[src/rtl/uart_pkg.sv]
// Shared UART definitions: receive FSM states and baud/oversampling helpers.
package uart_pkg;

    typedef enum logic [2:0] {
        IDLE  = 3'd0,
        START = 3'd1,
        DATA  = 3'd2,
        STOP  = 3'd3,
        BREAK = 3'd4
    } rx_state_t;

    function automatic int baud_div(input int clock_input, input int baudrate, input int oversampling);
        return clock_input / (baudrate * oversampling);
    endfunction

    function automatic int mid_sample(input int oversampling);
        return oversampling / 2;
    endfunction

endpackage

[src/rtl/uart_rx_tick_gen.sv]
// Oversampling tick generator: one-cycle tick every DIV clocks, restartable by clear_i.
module uart_rx_tick_gen #(
    parameter int DIV = 1
) (
    input  logic clock,
    input  logic reset,
    input  logic clear_i,
    output logic tick_o
);

    localparam int CW = (DIV > 1) ? $clog2(DIV) : 1;

    logic [CW-1:0] cnt_q, cnt_d;

    assign tick_o = (cnt_q == CW'(DIV - 1));

    always_comb begin
        cnt_d = cnt_q + 1'b1;
        if (clear_i || tick_o) begin
            cnt_d = '0;
        end
    end

    always_ff @(posedge clock) begin
        if (reset) begin
            cnt_q <= '0;
        end else begin
            cnt_q <= cnt_d;
        end
    end

endmodule

[src/rtl/uart_rx.sv]
// UART receiver: synchronised, oversampled line with 3-sample majority vote,
// valid/ready byte output, framing-error and overrun pulses.
module uart_rx
    import uart_pkg::*;
#(
    parameter int BYTESIZES    = 8,
    parameter int OVERSAMPLING = 16,
    parameter int BAUDRATE     = 115200,
    parameter int CLOCK_INPUT  = 50_000_000
) (
    input  logic                 clock,
    input  logic                 reset,
    input  logic                 sdata_rx_in,
    input  logic                 ready_rx_in,
    output logic [BYTESIZES-1:0] data_rx_out,
    output logic                 valid_rx_out,
    output logic                 frame_error_out,
    output logic                 overrun_out
);

    localparam int DIV = baud_div(CLOCK_INPUT, BAUDRATE, OVERSAMPLING);
    localparam int MID = mid_sample(OVERSAMPLING);
    localparam int SW  = $clog2(OVERSAMPLING);
    localparam int BW  = (BYTESIZES > 1) ? $clog2(BYTESIZES) : 1;

    if (DIV < 1) begin : g_div_chk
        $error("uart_rx: clock too slow for BAUDRATE*OVERSAMPLING");
    end
    if ((OVERSAMPLING % 2) != 0 || OVERSAMPLING < 4) begin : g_os_chk
        $error("uart_rx: OVERSAMPLING must be even and at least 4");
    end

    function automatic logic majority3(input logic a, input logic b, input logic c);
        return (a & b) | (a & c) | (b & c);
    endfunction

    logic [1:0]           sync_q;
    logic                 rx_s;
    logic                 tick, start_det;
    logic [SW-1:0]        s_q, s_nxt;
    logic                 samp_lo, samp_mid, decide, vote;
    logic [1:0]           v_q;
    rx_state_t            state_q, state_d;
    logic [BYTESIZES-1:0] shift_q, shift_d, data_q, data_d;
    logic [BW-1:0]        bit_q, bit_d;
    logic                 valid_q, valid_d, ferr_q, ferr_d, ovr_q, ovr_d;

    always_ff @(posedge clock) begin
        if (reset) begin
            sync_q <= 2'b11;
        end else begin
            sync_q <= {sync_q[0], sdata_rx_in};
        end
    end

    assign rx_s      = sync_q[1];
    assign start_det = (state_q == IDLE) && !rx_s;

    uart_rx_tick_gen #(
        .DIV (DIV)
    ) u_tick (
        .clock   (clock),
        .reset   (reset),
        .clear_i (start_det),
        .tick_o  (tick)
    );

    // Samples are keyed on the value s takes at this tick, so tick k after detect sees s = k mod OVERSAMPLING.
    assign s_nxt    = (s_q == SW'(OVERSAMPLING - 1)) ? '0 : s_q + 1'b1;
    assign samp_lo  = tick && (s_nxt == SW'(MID - 1));
    assign samp_mid = tick && (s_nxt == SW'(MID));
    assign decide   = tick && (s_nxt == SW'(MID + 1));
    assign vote     = majority3(v_q[0], v_q[1], rx_s);

    always_ff @(posedge clock) begin
        if (reset || start_det) begin
            s_q <= '0;
        end else if (tick) begin
            s_q <= s_nxt;
        end
    end

    always_ff @(posedge clock) begin
        if (reset) begin
            v_q <= '0;
        end else begin
            if (samp_lo)  v_q[0] <= rx_s;
            if (samp_mid) v_q[1] <= rx_s;
        end
    end

    always_comb begin
        state_d = state_q;
        shift_d = shift_q;
        bit_d   = bit_q;
        data_d  = data_q;
        valid_d = valid_q & ~ready_rx_in;
        ferr_d  = 1'b0;
        ovr_d   = 1'b0;
        case (state_q)
            IDLE: begin
                if (!rx_s) state_d = START;
            end
            START: begin
                // Moving to DATA here is equivalent to waiting for the boundary: DATA only acts on the next window's decision.
                if (decide) begin
                    state_d = vote ? IDLE : DATA;
                    bit_d   = '0;
                end
            end
            DATA: begin
                if (decide) begin
                    shift_d = {vote, shift_q[BYTESIZES-1:1]};
                    bit_d   = bit_q + 1'b1;
                    if (bit_q == BW'(BYTESIZES - 1)) state_d = STOP;
                end
            end
            STOP: begin
                if (decide) begin
                    if (vote) begin
                        if (!valid_q || ready_rx_in) begin
                            data_d  = shift_q;
                            valid_d = 1'b1;
                        end else begin
                            ovr_d = 1'b1;
                        end
                        state_d = IDLE;
                    end else begin
                        ferr_d  = 1'b1;
                        state_d = BREAK;
                    end
                end
            end
            BREAK: begin
                if (rx_s) state_d = IDLE;
            end
            default: state_d = IDLE;
        endcase
    end

    always_ff @(posedge clock) begin
        if (reset) begin
            state_q <= IDLE;
            shift_q <= '0;
            bit_q   <= '0;
            data_q  <= '0;
            valid_q <= 1'b0;
            ferr_q  <= 1'b0;
            ovr_q   <= 1'b0;
        end else begin
            state_q <= state_d;
            shift_q <= shift_d;
            bit_q   <= bit_d;
            data_q  <= data_d;
            valid_q <= valid_d;
            ferr_q  <= ferr_d;
            ovr_q   <= ovr_d;
        end
    end

    assign data_rx_out     = data_q;
    assign valid_rx_out    = valid_q;
    assign frame_error_out = ferr_q;
    assign overrun_out     = ovr_q;

endmodule
[config.mk]
export PLATFORM = sky130hd
export DESIGN_NAME = uart_rx
export DESIGN_NICKNAME = d
export VERILOG_FILES = /design/src/rtl/uart_pkg.sv /design/src/rtl/uart_rx_tick_gen.sv /design/src/rtl/uart_rx.sv
export SDC_FILE = /design/constraint.sdc
export NUM_CORES = 1
export LEC_CHECK = 0
export CAP_MARGIN = 20
export CORE_MARGIN = 2
export CORE_UTILIZATION = 53
export CTS_BUF_LIST = sky130_fd_sc_hd__clkbuf_4
export CTS_CLUSTER_DIAMETER = 60
export DETAILED_ROUTE_END_ITERATION = 6
export PLACE_DENSITY = 0.84
export SKIP_CTS_REPAIR_TIMING = 1
export SYNTH_ARGS = -nofsm -noshare
export SYNTH_HDL_FRONTEND = slang
export SYNTH_HIERARCHICAL = 1
export SYNTH_SLANG_ARGS = --single-unit
export TNS_END_PERCENT = 10
[constraint.sdc]
create_clock -name clock -period 1.7 [get_ports clock]
set_input_delay 0.34 -clock clock [delete_from_list [all_inputs] [get_ports clock]]
set_output_delay 0.34 -clock clock [all_outputs]
set_load 0.05 [all_outputs]
==> flow_summary.ini <==
[global_route]
grt_pass1_wl_mm = 5.53
grt_max_degree = 31
track_usage = 0.204
antenna_found_initial = 0
grt_pass1_vias = 1267
gr-total-overflow = 0

[placed_design]
dp_hpwl_mm = 2.43
pre_cts_slack_ns = -0.0485
gp_congestion = 0.745
port_buffers = 14

[finish]
antenna_cells = 0
fill_cells = 229
nets = 211
fin_util = 0.687
drive_gt1_frac = 0.290
area_growth_pct = 22.9

[sta]
timing.fmax_ghz = 0.581
hold_viol = 0
finalWorstSetupSlack_ns = -0.0203
fin_crit_sh = 1.01
setup_tns_ns = -0.0306
setup_violations = 3
worst_slew_pin_slew_ns = 0.406
drv_slew = 0
period_minus_slack_ns = 1.72
fin_skew_ns = 0.00810
rsz0062_at_grt = true
relSlewSlack = 0.727

[worst_setup_path]
r2r-start = u_tick/cnt_q[0]$_SDFF_PP0_
cp_slowest_cell = dfxtp_1
critPathKind = flop to flop
critical_path.endpoint_type = flop
start_kind = flop
cp_top_family = simple AND/OR/NAND/NOR gates
crit_buf_inv = 1
cp_max_fo = 7
path_cells = inv_1 > ha_1 > and4b_1 > nor2b_4 > a32oi_4 > nor4b_2 > mux2_2
timing.rr.end = bit_q[0]$_SDFFE_PP0P_
reg2reg_slack_ns = -0.02
required_ns = 1.94
slowest_delay_ns = 0.35
r2r_cells = 7
cp.arrival_ns = 1.96

[clock_network]
clk_latency_ns = 0.34
numCtsBuffers = 5
cts-root-buf = clkbuf_4
clock_path_buffers = 2
cts_tree = done
clk_pin_slew_ns = 0.12
cts.sinks = 38
htree_levels = 2

[outcome]
status = finished, violations left
failed_checks = negative setup slack

[synth]
syn_avg_cell_area_um2 = 10.1
async_reset_ff_frac = 0
synth-simple-area-share = 0.249
ys_warn_count = 6
synth_cell_type_count = 35
netlist_area_mm2 = 0.00172
yosys_register_bits = 38
synth_seq_area_share = 0.442
synth_top_family_by_area = simple AND/OR/NAND/NOR gates
synth_compound_area_frac = 0.0749
synth-main-ff-cell = dfxtp_1
synthXorXnorAreaFrac = 0.0254
synth_fp_nets = 182
synthCells = 170
synth_fa_ha_area_frac = 0.0640
synth_edf_count = 0
synthMuxAreaShare = 0.117

[route]
num_vias = 1307
drc_errors = 0
antenna_left = 0
routedWlPerCell_um = 13.7
first_iter_violations = 67
drt_pre_antenna_iters = 4
routed_wl_mm = 3.34
drt-vias-per-instance = 5.36

[floorplan]
core-area_mm2 = 0.00308
die_x_um = 61.0
die_h_um = 61.0
row_count = 20
dieArea_mm2 = 0.00372
start_util = 0.559
pin_count = 15

[power_and_ir_drop]
ir_worst_vdd_mv = 0.646
p_leak_nw = 0.823
p_total_mw = 1.43
p_per_area_mw_per_mm2 = 678

[hold_path]
hp-class = flop to flop
hold_depth = 1
holdPathEnd = sync_q[1]$_SDFF_PP1_
hp-start = sync_q[0]$_SDFF_PP1_

[job]
max-cap-violations = 0
per-stage QoR:
step	area, um2	std cells	hold slack [ns]
floorplan	1770	170	0.389
global placement	2030	236	0.392
detailed placement	2030	236	0.402
CTS	2090	244	0.428
global route	2120	244	0.448
finish	2120	244	0.423
power by group:
group,total [mW],internal (mW),leakage [nW],switching [mW]
registers,0.909,0.900,0.309,0.00859
logic,0.0691,0.0379,0.486,0.0312
clock network,0.457,0.154,0.0286,0.303
flip-flops by register name, summed over array words and instances (netlist names):
| signal | flops |
|---|---|
| state_q | 3 |
| s_q | 4 |
| overrun_out | 1 |
| u_tick/cnt_q | 5 |
| valid_rx_out | 1 |
| bit_q | 3 |
| v_q | 2 |
| sync_q | 2 |
| shift_q | 8 |
| frame_error_out | 1 |
| data_rx_out | 8 |
cells by family (layout without fill, tap and decap cells):
kind of cell,Yosys count,count (layout)
AOI/OAI and AO/OA,17,17
xor gates and xnor gates,5,5
adders and majority gates,9,9
buffers and inverters,13,43
DFF,38,38
muxes,20,20
and+or+nand+nor,68,68
cell usage in the layout, fill, tap and decap left out, types with 2 or more instances in the layout:
cell / n
dfxtp_1: 35
or2_2: 3
nand2_1: 4
a21oi_1: 5
xor2_1: 4
nor2_1: 11
buf_4: 22
nor4_1: 2
inv_1: 5
nand3_1: 6
clkbuf_4: 5
buf_12: 2
a22o_1: 2
buf_6: 2
nand4_1: 4
nand2b_1: 22
clkdlybuf4s50_1: 3
mux2i_1: 19
ha_1: 7
a21oi_2: 2
dfxtp_2: 3
o21ai_0: 3
nor3_1: 2
Yosys cell counts, types with 2 or more instances:
| cell | instances | share of area |
|---|---|---|
| nand2b_1 | 22 | 0.080 |
| inv_1 | 6 | 0.013 |
| nor2b_1 | 2 | 0.0073 |
| clkbuf_1 | 7 | 0.015 |
| ha_1 | 8 | 0.058 |
| nor2_1 | 11 | 0.024 |
| nand2_1 | 4 | 0.0087 |
| xor2_1 | 4 | 0.020 |
| a21oi_1 | 7 | 0.020 |
| a22o_1 | 2 | 0.010 |
| nand3_1 | 7 | 0.020 |
| o21ai_0 | 3 | 0.0087 |
| nor4_1 | 2 | 0.0073 |
| nor3b_2 | 2 | 0.015 |
| mux2i_1 | 19 | 0.11 |
| nand4_1 | 4 | 0.015 |
| dfxtp_1 | 38 | 0.44 |
| or4_1 | 2 | 0.0087 |
| nor3_1 | 2 | 0.0058 |
| or2_2 | 3 | 0.011 |
metal layers:
metal | track usage | routed length, um | vias to the layer above
li1 | - | - | 651
met1 | 0.256 | 1500 | 610
met2 | 0.329 | 1650 | 39
met3 | 0.0533 | 131 | 7
met4 | 0.0901 | 64 | 0
met5 | 0 | 0 | -
layout make-up:
| cell class | instances | area [um2] | share of cell area |
|---|---|---|---|
| sequential | 38 | 764 | 0.361 |
| tap | 44 | 55.1 | 0.0260 |
| clock buffer | 5 | 37.5 | 0.0177 |
| inverter | 6 | 22.5 | 0.0106 |
| timing repair buffer | 29 | 258 | 0.122 |
| clock inverter | 3 | 16.3 | 0.00769 |
| multi-input combinational | 119 | 962 | 0.455 |
worst max-delay path by stage:
stage / start / endpoint / slack [ns] / cells past startpoint
floorplan: u_tick/cnt_q[0]$_SDFF_PP0_ / shift_q[0]$_SDFFE_PP0P_ / -0.008 / 7
global placement: u_tick/cnt_q[0]$_SDFF_PP0_ / bit_q[0]$_SDFFE_PP0P_ / -0.0002 / 7
detailed placement: u_tick/cnt_q[0]$_SDFF_PP0_ / bit_q[0]$_SDFFE_PP0P_ / -0.05 / 7
CTS: u_tick/cnt_q[0]$_SDFF_PP0_ / bit_q[0]$_SDFFE_PP0P_ / -0.08 / 7
global route: u_tick/cnt_q[0]$_SDFF_PP0_ / state_q[1]$_SDFFE_PP0P_ / -0.14 / 7
finish: u_tick/cnt_q[0]$_SDFF_PP0_ / bit_q[0]$_SDFFE_PP0P_ / -0.02 / 7
worst reg2reg max path, cell delays in order (launching register included):
cell and delay [ns]:
dfxtp_1 0.35, inv_1 0.04, ha_1 0.17, and4b_1 0.20
nor2b_4 0.14, a32oi_4 0.33, nor4b_2 0.11, mux2_2 0.27
Power figures use the tool's default switching activity.
